===== config.mk =====
export PLATFORM = sky130hd
export DESIGN_NAME = ps2_cmd_scheduler_flat
export DESIGN_NICKNAME = d
export VERILOG_FILES = /design/src/rtl/ps2_cmd_scheduler_if.sv /design/src/rtl/ps2_cmd_scheduler.sv /design/src/flat_wrapper.sv
export SDC_FILE = /design/constraint.sdc
export NUM_CORES = 1
export LEC_CHECK = 0
export ABC_AREA = 1
export CAP_MARGIN = 20
export CORE_MARGIN = 2
export CORE_UTILIZATION = 52
export DETAILED_ROUTE_END_ITERATION = 8
export HOLD_SLACK_MARGIN = 0.06
export PLACE_DENSITY = 0.9
export SLEW_MARGIN = 25
export SYNTH_ARGS = -nofsm -noshare
export SYNTH_HDL_FRONTEND = slang
export SYNTH_SLANG_ARGS = --single-unit

===== constraint.sdc =====
create_clock -name clk -period 1.9 [get_ports clk]
set_input_delay 0.19 -clock clk [delete_from_list [all_inputs] [get_ports clk]]
set_output_delay 0.19 -clock clk [all_outputs]
set_load 0.05 [all_outputs]

===== src/rtl/ps2_cmd_scheduler_if.sv =====
// Bundles for the PS/2 command scheduler: the requester side (commands in, status out)
// and the device side (byte transport to and from the keyboard).
interface ps2_cmd_req_if;
  logic [1:0]  req_valid;
  logic [15:0] req_cmd;
  logic [1:0]  req_has_param;
  logic [15:0] req_param;
  logic [1:0]  req_ready;
  logic        done;
  logic        done_id;
  logic        done_err;
  logic        active;

  modport master (
    output req_valid, req_cmd, req_has_param, req_param,
    input  req_ready, done, done_id, done_err, active
  );
  modport slave (
    input  req_valid, req_cmd, req_has_param, req_param,
    output req_ready, done, done_id, done_err, active
  );
endinterface

interface ps2_cmd_dev_if;
  logic       dev_write;
  logic [7:0] dev_tx_data;
  logic       dev_busy;
  logic       dev_read;
  logic [7:0] dev_rx_data;

  modport master (
    output dev_write, dev_tx_data,
    input  dev_busy, dev_read, dev_rx_data
  );
  modport slave (
    input  dev_write, dev_tx_data,
    output dev_busy, dev_read, dev_rx_data
  );
endinterface


===== src/rtl/ps2_cmd_scheduler.sv =====
// Round-robin scheduler for host-to-keyboard PS/2 commands: sends a command byte and an
// optional parameter byte, waits for ACK after each, retries on RESEND or timeout.
module ps2_cmd_scheduler #(
  parameter int ACK_TIMEOUT = 502500,
  parameter int MAX_RETRIES = 3
) (
  input  logic          clk,
  input  logic          rst_n,
  ps2_cmd_req_if.slave  req,
  ps2_cmd_dev_if.master dev
);
  localparam int RW = ($clog2(MAX_RETRIES + 1) < 2) ? 2 : $clog2(MAX_RETRIES + 1);
  localparam int TW = $clog2(ACK_TIMEOUT) + 1;
  localparam logic [RW-1:0] RETRY_MAX  = RW'(MAX_RETRIES);
  localparam logic [TW-1:0] TIMER_LAST = TW'(ACK_TIMEOUT - 1);
  localparam logic [7:0] RSP_ACK    = 8'hFA;
  localparam logic [7:0] RSP_RESEND = 8'hFE;
  localparam logic [7:0] RSP_ERROR  = 8'hFC;

  typedef enum logic [2:0] {IDLE, SEND, TX_START, TX_END, ACK_WAIT, DONE} state_t;
  typedef enum logic {PH_CMD, PH_PARAM} phase_t;

  state_t        state_q, state_d;
  phase_t        phase_q, phase_d;
  logic          last_grant_q, last_grant_d;
  logic          gnt_q, gnt_d;
  logic [7:0]    cmd_q, cmd_d;
  logic [7:0]    param_q, param_d;
  logic          has_param_q, has_param_d;
  logic [RW-1:0] retries_q, retries_d;
  logic [TW-1:0] timer_q, timer_d;
  logic          err_q, err_d;
  logic [1:0]    req_ready_q, req_ready_d;
  logic          done_q, done_d;
  logic          done_id_q, done_id_d;
  logic          done_err_q, done_err_d;
  logic          active_q, active_d;
  logic          dev_write_q, dev_write_d;
  logic [7:0]    tx_data_q, tx_data_d;
  logic          sel;
  logic          retry;

  always_comb begin
    state_d      = state_q;
    phase_d      = phase_q;
    last_grant_d = last_grant_q;
    gnt_d        = gnt_q;
    cmd_d        = cmd_q;
    param_d      = param_q;
    has_param_d  = has_param_q;
    retries_d    = retries_q;
    timer_d      = timer_q;
    err_d        = err_q;
    tx_data_d    = tx_data_q;
    req_ready_d  = 2'b00;
    dev_write_d  = 1'b0;
    sel          = 1'b0;
    retry        = 1'b0;

    case (state_q)
      IDLE: begin
        if (|req.req_valid) begin
          // With both requesting, the one not served last time wins.
          sel          = (&req.req_valid) ? ~last_grant_q : req.req_valid[1];
          gnt_d        = sel;
          last_grant_d = sel;
          cmd_d        = sel ? req.req_cmd[15:8]   : req.req_cmd[7:0];
          param_d      = sel ? req.req_param[15:8] : req.req_param[7:0];
          has_param_d  = req.req_has_param[sel];
          req_ready_d  = sel ? 2'b10 : 2'b01;
          phase_d      = PH_CMD;
          retries_d    = '0;
          err_d        = 1'b0;
          state_d      = SEND;
        end
      end
      SEND: begin
        if (!dev.dev_busy) begin
          dev_write_d = 1'b1;
          tx_data_d   = (phase_q == PH_PARAM) ? param_q : cmd_q;
          state_d     = TX_START;
        end
      end
      TX_START: begin
        if (dev.dev_busy) state_d = TX_END;
      end
      TX_END: begin
        if (!dev.dev_busy) begin
          timer_d = '0;
          state_d = ACK_WAIT;
        end
      end
      ACK_WAIT: begin
        timer_d = timer_q + 1'b1;
        if (dev.dev_read && dev.dev_rx_data == RSP_ACK) begin
          if (phase_q == PH_CMD && has_param_q) begin
            phase_d   = PH_PARAM;
            retries_d = '0;
            state_d   = SEND;
          end else begin
            err_d   = 1'b0;
            state_d = DONE;
          end
        end else if (dev.dev_read && dev.dev_rx_data == RSP_RESEND) begin
          retry = 1'b1;
        end else if (dev.dev_read && dev.dev_rx_data == RSP_ERROR) begin
          err_d   = 1'b1;
          state_d = DONE;
        end else if (timer_q == TIMER_LAST) begin
          retry = 1'b1;
        end
        // Unrecognised bytes fall through so the timer keeps running.
        if (retry) begin
          if (retries_q < RETRY_MAX) begin
            retries_d = retries_q + 1'b1;
            state_d   = SEND;
          end else begin
            err_d   = 1'b1;
            state_d = DONE;
          end
        end
      end
      DONE: begin
        state_d = IDLE;
      end
      default: begin
        state_d = IDLE;
      end
    endcase

    active_d   = (state_d != IDLE);
    done_d     = (state_d == DONE);
    done_id_d  = done_d & gnt_d;
    done_err_d = done_d & err_d;
  end

  always_ff @(posedge clk or negedge rst_n) begin
    if (!rst_n) begin
      state_q      <= IDLE;
      phase_q      <= PH_CMD;
      last_grant_q <= 1'b1;
      gnt_q        <= 1'b0;
      cmd_q        <= '0;
      param_q      <= '0;
      has_param_q  <= 1'b0;
      retries_q    <= '0;
      timer_q      <= '0;
      err_q        <= 1'b0;
      req_ready_q  <= 2'b00;
      done_q       <= 1'b0;
      done_id_q    <= 1'b0;
      done_err_q   <= 1'b0;
      active_q     <= 1'b0;
      dev_write_q  <= 1'b0;
      tx_data_q    <= '0;
    end else begin
      state_q      <= state_d;
      phase_q      <= phase_d;
      last_grant_q <= last_grant_d;
      gnt_q        <= gnt_d;
      cmd_q        <= cmd_d;
      param_q      <= param_d;
      has_param_q  <= has_param_d;
      retries_q    <= retries_d;
      timer_q      <= timer_d;
      err_q        <= err_d;
      req_ready_q  <= req_ready_d;
      done_q       <= done_d;
      done_id_q    <= done_id_d;
      done_err_q   <= done_err_d;
      active_q     <= active_d;
      dev_write_q  <= dev_write_d;
      tx_data_q    <= tx_data_d;
    end
  end

  assign req.req_ready   = req_ready_q;
  assign req.done        = done_q;
  assign req.done_id     = done_id_q;
  assign req.done_err    = done_err_q;
  assign req.active      = active_q;
  assign dev.dev_write   = dev_write_q;
  assign dev.dev_tx_data = tx_data_q;
endmodule


===== src/flat_wrapper.sv =====
// flat-port wrapper written by rule: the top's interface ports become plain ports
module ps2_cmd_scheduler_flat 
#(
  parameter int ACK_TIMEOUT = 502500,
  parameter int MAX_RETRIES = 3
)
  (clk, rst_n, req_req_valid, req_req_cmd, req_req_has_param, req_req_param, req_req_ready, req_done, req_done_id, req_done_err, req_active, dev_dev_write, dev_dev_tx_data, dev_dev_busy, dev_dev_read, dev_dev_rx_data);
  ps2_cmd_req_if req_i ();
  ps2_cmd_dev_if dev_i ();
  input  logic clk;
  input  logic rst_n;
  input wire logic [$bits(req_i.req_valid)-1:0] req_req_valid;
  input wire logic [$bits(req_i.req_cmd)-1:0] req_req_cmd;
  input wire logic [$bits(req_i.req_has_param)-1:0] req_req_has_param;
  input wire logic [$bits(req_i.req_param)-1:0] req_req_param;
  output wire logic [$bits(req_i.req_ready)-1:0] req_req_ready;
  output wire logic [$bits(req_i.done)-1:0] req_done;
  output wire logic [$bits(req_i.done_id)-1:0] req_done_id;
  output wire logic [$bits(req_i.done_err)-1:0] req_done_err;
  output wire logic [$bits(req_i.active)-1:0] req_active;
  output wire logic [$bits(dev_i.dev_write)-1:0] dev_dev_write;
  output wire logic [$bits(dev_i.dev_tx_data)-1:0] dev_dev_tx_data;
  input wire logic [$bits(dev_i.dev_busy)-1:0] dev_dev_busy;
  input wire logic [$bits(dev_i.dev_read)-1:0] dev_dev_read;
  input wire logic [$bits(dev_i.dev_rx_data)-1:0] dev_dev_rx_data;
  assign req_i.req_valid = req_req_valid;
  assign req_i.req_cmd = req_req_cmd;
  assign req_i.req_has_param = req_req_has_param;
  assign req_i.req_param = req_req_param;
  assign req_req_ready = req_i.req_ready;
  assign req_done = req_i.done;
  assign req_done_id = req_i.done_id;
  assign req_done_err = req_i.done_err;
  assign req_active = req_i.active;
  assign dev_dev_write = dev_i.dev_write;
  assign dev_dev_tx_data = dev_i.dev_tx_data;
  assign dev_i.dev_busy = dev_dev_busy;
  assign dev_i.dev_read = dev_dev_read;
  assign dev_i.dev_rx_data = dev_dev_rx_data;
  ps2_cmd_scheduler #(.ACK_TIMEOUT(ACK_TIMEOUT), .MAX_RETRIES(MAX_RETRIES)) u_core (.clk(clk), .rst_n(rst_n), .req(req_i), .dev(dev_i));
endmodule

==> key figures <==
Detailed routing
  • Initial DRC count: 339
  • Antenna viol nets, final: 0
  • WL per Instance: 14.47 um
  • WL final: 8090 um
  • Vias: 3083
  • Remaining routing DRC violations: 0
  • First drt pass iteration count: 5
  • Avg Vias per Cell: 5.515

Critical path
  • Critical path cell sequence: clkdlybuf4s50_1
  • Startpoint types: register
  • Critical path required time: 1.71 ns
  • R2R depth: 9
  • Crit-path leading delay family: buffers and inverters
  • Reg2reg start: u_core.timer_q[0]
  • WP data arrival: 1.52 ns
  • Highest cell delay on the worst timing path: 0.81 ns
  • CP Max Fanout: 2
  • Reg2reg end: u_core.timer_q[10]
  • Register-to-register path setup slack: 0.19 ns
  • Crit Path Class: register to output pin
  • Slowest-stage cell, CP: clkdlybuf4s50_1
  • Critical path endpoint category: output pin
  • Count of buffer and inverter cells on the critical path: 1

Timing
  • Setup TNS: 0 ns
  • Final max-slew violation count: 0
  • RSZ-0062 raised after global routing: false
  • Final setup fails: 0
  • Crit path time final: 1.714 ns
  • Hold Fails Final Rpt: 0
  • Hold slack: 0.3819 ns
  • Final Skew: 0.005736 ns
  • Maximum clock frequency: 0.5836 GHz
  • Max-slew headroom: 64.61%
  • Final period util: 90.19%
  • Worst-margin pin slew: 0.5292 ns
  • PnR worst setup slack: 0.1864 ns

Global route
  • Global-route wire length before repair: 13320 um
  • Largest net degree at the start of global routing: 62
  • Grt total ovfl: 0
  • Vias in the first global route: 2908
  • Gr usage total: 26.39%
  • Antenna violations before repair: 0

Clocking
  • TritonCTS Buffers: 9
  • CTS Sinks: 61
  • Max Buffers Root-to-Sink: 2
  • Clk slew on worst S/H paths: 0.06 ns
  • Root buffer cell: clkbuf_8
  • CTS tree: built
  • H-tree levels: 3
  • Skew-Pair Late Insertion Delay: 0.34 ns
  • Post-CTS Setup Inserts: 0

Floorplan
  • Core ar.: 0.005956 mm^2
  • Die W: 82.70 um
  • Chip height: 82.70 um
  • Die ar.: 0.006839 mm^2
  • Num rows: 28
  • Initial Utilization: 54.08%
  • Io pins: 63

Finish
  • N_diodes: 0
  • Share of layout cells above drive strength 1: 11.98%
  • Post-Layout Inst Area: 0.004205 mm^2
  • Total Nets Final: 529
  • Syn-to-layout area delta: 30.57%
  • Final Util: 70.61%

Power
  • Combinational cell fraction of total power: 39.6%
  • PwrDens: 1400 mW/mm^2
  • Pint: 3.510 mW
  • Switching share of power: 40.37%
  • Flop pwr share: 36.8%
  • Worst VDD drop: 0.9026 mV
  • Leak: 1.926 nW
  • Clk pwr share: 23.6%
  • Net Switching: 2.377 mW

Synthesis
  • Prevailing post-synth register cell: dfrtp_1
  • Synth area leaders: dfrtp_1 47%, nand2_1 11%, o21ai_0 7.6%
  • Register bit total from synthesis: 61
  • Post-Syn Instances: 406
  • Asr flop ratio synth: 100.0%
  • Syn Std Cell Area: 0.003221 mm^2
  • Post-synth net total: 456
  • Synth cell types: 42
  • Part of the Yosys area used for sequential elements: 47.44%
  • Yosys top cell area share: 46.62%
  • Number of synthesized flops with an enable pin: 0
  • Commonest cells post-synth: 92 x nand2_1, 63 x nor2_1, 60 x dfrtp_1, 49 x o21ai_0, 38 x inv_1
  • Yosys warning count: 0
  • Most frequent cell after synthesis: nand2_1
  • Syn Area/Cell: 7.932 um^2
  • Leading area contributor after synthesis: dfrtp_1

Flow run
  • Max Cap Viol: 0

Placement
  • Routability Congestion: 0.8744
  • Cell Area, Placed: 0.003949 mm^2
  • DP HPWL: 5644 um
  • Pre-CTS setup slack: 0.08806 ns
  • Port buffer count: 62

Min path
  • Hold Crit Class: input pin to asynchronous set/reset pin

Status
  • Status: finished, final reports clean
-- layer usage --
layer  routed length [um]  global-route usage [%]  vias up
met2                 4063                   42.98      170
met3                  603                   7.717       31
met5                    0                       0        -
li1                     -                       -     1461
met1                 3176                   31.80     1421
met4                  246                   13.44        0
-- final cells by class --
type | count | area [um^2]
Fill cell | 434 | 1750
Sequential cell | 61 | 1528
Multi-Input combinational cell | 287 | 1446
Timing Repair Buffer | 73 | 713.2
Inverter | 47 | 180.2
Clock buffer | 13 | 178.9
Tap cell | 75 | 93.84
Clock inverter | 3 | 65.06
-- registers in the layout, indices dropped and copies added (netlist names) --
register,cells
u_core.req.active,1
u_core.state_q,3
u_core.retries_q,2
u_core.has_param_q,1
u_core.req.req_ready,2
u_core.req.done_err,1
u_core.dev.dev_tx_data,8
u_core.param_q,8
u_core.dev.dev_write,1
u_core.phase_q,1
u_core.timer_q,20
u_core.cmd_q,8
u_core.req.done,1
u_core.last_grant_q,1
u_core.req.done_id,1
u_core.gnt_q,1
u_core.err_q,1
-- worst max path at each step --
| stage | endpoint | depth (start not counted) | slack [ns] | startpoint |
|---|---|---|---|---|
| floorplan | u_core.retries_q[0] | 8 | 0.44 | u_core.timer_q[0] |
| global placement | u_core.retries_q[0] | 10 | 0.22 | dev_dev_read |
| detailed placement | u_core.req.done_id | 13 | 0.09 | dev_dev_rx_data[5] |
| CTS | u_core.timer_q[10] | 8 | 0.17 | u_core.timer_q[0] |
| global route | u_core.req.done_id | 11 | 0.06 | u_core.timer_q[0] |
| finish | dev_dev_tx_data[1] | 1 | 0.19 | u_core.dev.dev_tx_data[1] |
-- power groups by stage --
stage          Clock [mW]  Sequential [mW]  Combinational (mW)
2_1_floorplan           0             2.51                1.23
3_3_place_gp            0             2.15                2.23
3_5_place_dp            0             2.18                2.30
4_1_cts              1.40             2.16                2.33
5_1_grt              1.46             2.23                2.56
6_report             1.39             2.17                2.33
-- kinds of logic after synthesis --
logic type | count (synthesis) | share of synthesized area, %
buffers and inverters | 58 | 7.731
AND/OR/NAND/NOR | 202 | 28.79
AO/OA/AOI/OAI | 76 | 13.36
XOR/XNOR | 7 | 1.904
flip-flops | 61 | 47.44
adder cells (fa/ha/maj) | 2 | 0.7769
-- per-stage QoR --
step                      instances  total power, mW
after detailed placement        542            4.478
after global placement          542            4.386
after CTS                       559            5.887
after floorplan                 406            3.742
after global routing            559            6.246
final                           559            5.887
-- cells in the final DEF, fill, tap and decap left out, types with 2 or more instances in the layout --
master           netlist  routed
clkdlybuf4s50_1        0      61
nor3_2                 2       2
nand3_1               16      16
nand3_2                4       4
nor3_1                 5       5
o21ai_1                2       2
o22ai_1                5       5
a21oi_1                5       5
nor2_1                63      63
bufinv_16              0       2
nand4_1                5       5
a31oi_1                8       8
nor4_1                 2       2
nor2_2                 3       3
clkbuf_8               0      13
o21ai_2                2       2
nand2_1               92      92
inv_2                  6       6
inv_1                 38      38
nor2_4                 3       3
clkinv_2               1       2
o21ai_0               49      49
buf_4                  2       9
dfrtp_1               60      60
xor2_1                 6       6
-- repair_timing --
action	in CTS	in global routing
gates resized for setup	0	1
hold endpoints to repair	60	0
hold buffers	1	0
endpoints found under the setup margin	0	1
Note: power is estimated with default switching activity, not from simulation.
